==> src/rtl/fa_pkg.sv <==
// -----------------------------------------------------------------------------
// fa_pkg
// Shared constants for the full_adder leaf cell.
//   CNT_W_DEFAULT : default width of the carry-event counter
//   CNT_MAX       : saturation value of a counter at the default width
// -----------------------------------------------------------------------------
package fa_pkg;

    localparam int CNT_W_DEFAULT = 8;
    localparam logic [CNT_W_DEFAULT-1:0] CNT_MAX = {CNT_W_DEFAULT{1'b1}};

endpackage : fa_pkg

==> src/rtl/full_adder_half_adder.sv <==
// -----------------------------------------------------------------------------
// half_adder
// Purely combinational 1-bit half adder, building block of full_adder.
// Ports:
//   x, y : input  bits to add
//   s    : output sum   (x ^ y)
//   c    : output carry (x & y)
// -----------------------------------------------------------------------------
module half_adder (
    input  logic x,
    input  logic y,
    output logic s,
    output logic c
);

    assign s = x ^ y;
    assign c = x & y;

endmodule : half_adder

==> src/rtl/full_adder.sv <==
// -----------------------------------------------------------------------------
// full_adder
// 1-bit full adder leaf cell with a zero-latency combinational result and an
// optional registered copy (valid flag plus saturating carry-event counter)
// for pipelined datapaths and debug.
// Ports:
//   clk       : input  rising-edge clock, registered path only
//   rst       : input  synchronous active-high reset
//   a, b      : input  addend bits
//   cin       : input  carry in
//   in_valid  : input  qualifies a/b/cin for the registered path
//   sum       : output combinational sum
//   carry     : output combinational carry out
//   sum_q     : output registered sum
//   carry_q   : output registered carry
//   out_valid : output sum_q/carry_q hold valid data
//   carry_cnt : output number of valid cycles with carry=1, saturating
// -----------------------------------------------------------------------------
module full_adder
    import fa_pkg::*;
#(
    parameter int CNT_W = CNT_W_DEFAULT
) (
    input  logic             clk,
    input  logic             rst,
    input  logic             a,
    input  logic             b,
    input  logic             cin,
    input  logic             in_valid,
    output logic             sum,
    output logic             carry,
    output logic             sum_q,
    output logic             carry_q,
    output logic             out_valid,
    output logic [CNT_W-1:0] carry_cnt
);

    localparam logic [CNT_W-1:0] CNT_SAT = {CNT_W{1'b1}};

    logic ha0_s;
    logic ha0_c;
    logic ha1_c;

    // The combinational path never touches clk/rst/in_valid, so it stays
    // correct even when the registered side is left unclocked.
    half_adder ha0 (
        .x (a),
        .y (b),
        .s (ha0_s),
        .c (ha0_c)
    );

    half_adder ha1 (
        .x (ha0_s),
        .y (cin),
        .s (sum),
        .c (ha1_c)
    );

    assign carry = ha0_c | ha1_c;

    always_ff @(posedge clk) begin
        if (rst) begin
            sum_q     <= 1'b0;
            carry_q   <= 1'b0;
            out_valid <= 1'b0;
            carry_cnt <= '0;
        end else begin
            out_valid <= in_valid;
            if (in_valid) begin
                sum_q   <= sum;
                carry_q <= carry;
                // Saturate rather than wrap so a long run never reads as few events.
                if (carry && (carry_cnt != CNT_SAT)) begin
                    carry_cnt <= carry_cnt + CNT_W'(1);
                end
            end
        end
    end

endmodule : full_adder

==> config.mk <==
export PLATFORM = sky130hd
export DESIGN_NAME = full_adder
export DESIGN_NICKNAME = d
export VERILOG_FILES = /design/src/rtl/fa_pkg.sv /design/src/rtl/full_adder_half_adder.sv /design/src/rtl/full_adder.sv
export SDC_FILE = /design/constraint.sdc
export NUM_CORES = 1
export LEC_CHECK = 0
export CORE_MARGIN = 8
export CORE_UTILIZATION = 35
export DETAILED_ROUTE_END_ITERATION = 10
export GPL_TIMING_DRIVEN = 0
export MAX_ROUTING_LAYER = met4
export PLACE_DENSITY = 0.66
export SYNTH_ARGS = -nofsm -noshare
export SYNTH_HDL_FRONTEND = slang
export SYNTH_SLANG_ARGS = --single-unit
==> constraint.sdc <==
create_clock -name clk -period 3.1 [get_ports clk]
set_input_delay 0.93 -clock clk [delete_from_list [all_inputs] [get_ports clk]]
set_output_delay 0.93 -clock clk [all_outputs]
set_load 0.05 [all_outputs]
==> out/summary.md <==
The run finished with clean final reports. Startpoint of the most critical setup path: a. The clock slew seen by the registers of the worst setup and hold paths is 0.06 ns, and the synthesized netlist cell count is 53.

The count of flip-flops with a built-in enable after synthesis came out at 0. Routability-driven placement finished with a final weighted congestion of 0.700. The worst path buffer plus inverter count works out to 2. The area fraction of the dominant cell type after synthesis was 0.439. For the wire length of the first global-routing pass, the log shows 1840 µm. The root buffer cell chosen for the clock tree is sky130_fd_sc_hd__clkbuf_4.

The share of final-layout standard cells stronger than drive strength 1 is 0.0933, and the hold violation count in the final report is 0. The final net count came out at 84. Sorting the synthesized cells by area gives the leading types as sky130_fd_sc_hd__dfxtp_1 44%, sky130_fd_sc_hd__xor2_1 8.7%, sky130_fd_sc_hd__nor2_1 6.7%, sky130_fd_sc_hd__o211ai_1 4.5%, sky130_fd_sc_hd__fa_1 4.0%.

A synthesized cell averages 9.47 µm². The run gives 91.1 µW as the reported net switching power. Pin placement for this block handled 19 I/O pins. Worst relative slew slack: 0.662.

Measured in cells, the most critical reg-to-reg path has a length of 5. The run gives 11 as the number of clock sinks. The clock passes through at most 2 buffers. The share of total power in combinational logic was 0.221. The count of cell instances traversed by the critical path is 3. Input and output buffers added on the ports amount to 18. The run gives 0 as the count of synthesis-stage warnings from yosys. The tools report the sequential area share after synthesis as 0.439. Detailed placement HPWL: 821 µm. The synthesis-to-finish area growth works out to 44.1%.

Standard cell with the maximum stage delay on the critical path: sky130_fd_sc_hd__fa_1. The initial antenna violation count is 0. Class of the most critical hold timing path: reg -> reg. TritonCTS built the clock tree.

The internal power of the cells totals 222 µW. At the pin with the least slew margin, the transition time is 0.506 ns. For the highest clock frequency the design can meet, the log shows 325 MHz. The worst clock skew on the final layout is 0.00607 ns, and the critical-path maximum fanout is 2.

The worst register-to-register path begins at carry_cnt[0]$_SDFFE_PP0P_. By count the netlist is led by 11 x sky130_fd_sc_hd__dfxtp_1, 9 x sky130_fd_sc_hd__nor2_1, 5 x sky130_fd_sc_hd__xor2_1. The logs give 90 for the non-filler instance count after layout and 438 for the total number of vias. Maximum ir drop on the vdd rail: 261 µV. Summed over all failing endpoints, the final setup total negative slack is 0 ns.

The tools report the cell area after synthesis as 502 µm². The final critical delay including setup and external delays works out to 3.07 ns. The count of final max-slew check failures is 0, and the total instance count after detailed placement is 86. Count of H-tree levels built during CTS: 1. Traced cell by cell, the critical path runs through clkdlybuf4s50_1, fa_1, buf_6. Aggregate global-route resource usage: 0.0866. The netlist uses 22 different library cells. Number of synthesized register bits: 11. Dividing the detail-routed via count by the number of cells gives 4.87.

At the worst endpoint, the required time is 2.17 ns. The portion of the clock cycle consumed by the worst path in the final layout came out at 0.992. Routed wirelength normalized by instance count: 12.0 µm. Wires add up to 1080 µm. After floorplanning, the core was divided into 13 placement rows. The run gives 3 as the number of buffers created by CTS.

For the area used by multi-input combinational logic, the log shows 267 µm². In this run the critical register-to-register path is captured at carry_cnt[6]$_SDFFE_PP0P_. The biggest area contributor in the post-synthesis netlist is sky130_fd_sc_hd__dfxtp_1. The tools report the antenna cell count as 0. Total power for the finished layout comes to 313 µW. The tools report the kind of start point of the critical path as a primary input. STA classifies the critical path endpoint as an output pin. Across the run, the number of max-cap violations was 0. The analysis attributes to cell leakage a power of 0.000279 µW. In this run, post-CTS hold repair placed 0 buffers. The count of unresolved DRC violations after routing was 0. The first detailed-routing pass ran for 4 iterations. The effective utilization at floorplan is 0.381.

The count of filler cells inserted in the layout was 134; the count of buffers added by post-CTS timing repair for setup was 0. The worst stage delay on the critical path was 0.60 ns; the area of the die was 2900 µm². The critical path in this run is classified as in -> out. The post-synthesis net count was 61; the power density relative to cell area was 432 nW/µm². The via count of the first global-routing pass was 426.

Broken down by cell family, the worst path's largest delay share belongs to buffers and inverters. Among all flip-flop cells after synthesis, the most frequent one is sky130_fd_sc_hd__dfxtp_1. The largest net degree at the start of global routing is 11, and the remaining antenna violation count after routing is 0. For the relative contribution of sequential cells to total power, the log shows 0.477.

The setup violation total in the final timing report came out at 0. The most common cell in the synthesized netlist is sky130_fd_sc_hd__dfxtp_1. The later pin in the worst-skew pair is clocked with a latency of 0.26 ns.

The die is 53.9 µm wide. The core region area is 1320 µm², and the combined flip-flop and latch cell area is 220 µm². The die outline height works out to 53.9 µm. For this block, the initial DRC count from the detailed router was 6.

In this run the register-to-register setup slack is 1.58 ns. The power share of the clock group is 0.302, and the overall overflow remaining after global route is 0. The share of async-settable or async-resettable flops after synthesis is 0, and the worst endpoint data arrival time is 2.14 ns. The end of the critical path was sum. Proportion of total power due to net switching: 0.291.
## through the flow
step | hold slack (ns) | worst slack (ns) | cell area [µm²] | util
4_1_cts | 0.502 | 0.00709 | 726 | 0.551
3_3_place_gp | 0.470 | -0.575 | 701 | 0.532
5_1_grt | 0.536 | -0.00655 | 723 | 0.549
6_report | 0.493 | 0.0262 | 723 | 0.549
3_5_place_dp | 0.487 | -0.596 | 701 | 0.532
2_1_floorplan | 0.710 | 0.382 | 502 | -
## power by group through the flow
stage | combinational (µW) | clock [µW] | sequential, µW
after floorplan | 28.7 | 0 | 169
after global placement | 68.8 | 0 | 152
after detailed placement | 69.6 | 0 | 152
after CTS | 68.8 | 98.4 | 149
after global routing | 73.7 | 109 | 150
final | 69.2 | 94.4 | 149
## registers in the layout, summed over array words and instances, names as in the netlist
name,count
carry_q,1
out_valid,1
carry_cnt,8
sum_q,1
## metal layers
layer | GRT usage | share of wire
met1 | 0.107 | 0.49
met2 | 0.122 | 0.42
met3 | 0.0496 | 0.080
met4 | 0.0126 | 0.0046
met5 | - | 0
## how the worst min path moves through the flow
stage	start	slack, ns	end	depth (start not counted)
3_5_place_dp	carry_q$_SDFFE_PP0P_	0.49	carry_q$_SDFFE_PP0P_	2
2_1_floorplan	carry_cnt[6]$_SDFFE_PP0P_	0.71	carry_cnt[6]$_SDFFE_PP0P_	2
5_1_grt	carry_q$_SDFFE_PP0P_	0.54	carry_q$_SDFFE_PP0P_	2
4_1_cts	carry_q$_SDFFE_PP0P_	0.50	carry_q$_SDFFE_PP0P_	2
6_report	sum_q$_SDFFE_PP0P_	0.49	sum_q$_SDFFE_PP0P_	2
3_3_place_gp	carry_q$_SDFFE_PP0P_	0.47	carry_q$_SDFFE_PP0P_	2
## timing repair
action | 4_1_cts | 5_1_grt
gates resized for setup | 9 | 3
endpoints found under the setup margin | 2 | 2
pin swaps | 0 | 0
## cell usage in the layout, fill, tap and decap left out, drive strengths merged
| master | netlist | routed |
|---|---|---|
| fa | 1 | 1 |
| and3 | 2 | 2 |
| o21ai | 2 | 2 |
| a21oi | 3 | 3 |
| nand2 | 3 | 3 |
| mux2i | 2 | 2 |
| dfxtp | 11 | 11 |
| nand4b | 1 | 1 |
| and2 | 2 | 2 |
| nand3 | 1 | 1 |
| o31ai | 1 | 1 |
| clkbuf | 1 | 5 |
| nand4 | 1 | 1 |
| ha | 1 | 1 |
| o211ai | 3 | 3 |
| xor2 | 5 | 5 |
| inv | 1 | 1 |
| buf | 1 | 3 |
| clkdlybuf4s50 | 0 | 16 |
| nor2 | 9 | 9 |
| or4 | 1 | 1 |
| or3 | 1 | 1 |
## logic make-up (layout without fill, tap and decap cells)
logic type	after synthesis	count (layout)	share of synthesized area
flip-flops	11	11	0.439
AO/OA/AOI/OAI	9	9	0.132
multiplexers	2	2	0.0399
adder cells (fa/ha/maj)	2	2	0.0648
buffers and inverters	3	25	0.0299
AND/OR/NAND/NOR	21	21	0.207
XOR/XNOR	5	5	0.0873
## area by class of cell
cell class,count,area share
clock buffers,4,0.0363
well taps,15,0.0260
plain buffers,2,0.0156
inverters,1,0.00519
flip-flops and latches,11,0.304
multi-input cells,39,0.369
repair buffers,18,0.244
## worst reg2reg max path, stage by stage (launching register included)
cell and delay, ns:
sky130_fd_sc_hd__dfxtp_1 0.34, sky130_fd_sc_hd__ha_1 0.25, sky130_fd_sc_hd__nand3_1 0.22, sky130_fd_sc_hd__o21ai_4 0.11
sky130_fd_sc_hd__or4_1 0.40, sky130_fd_sc_hd__a21oi_1 0.14
No activity file was read; power rests on OpenSTA's default activity.
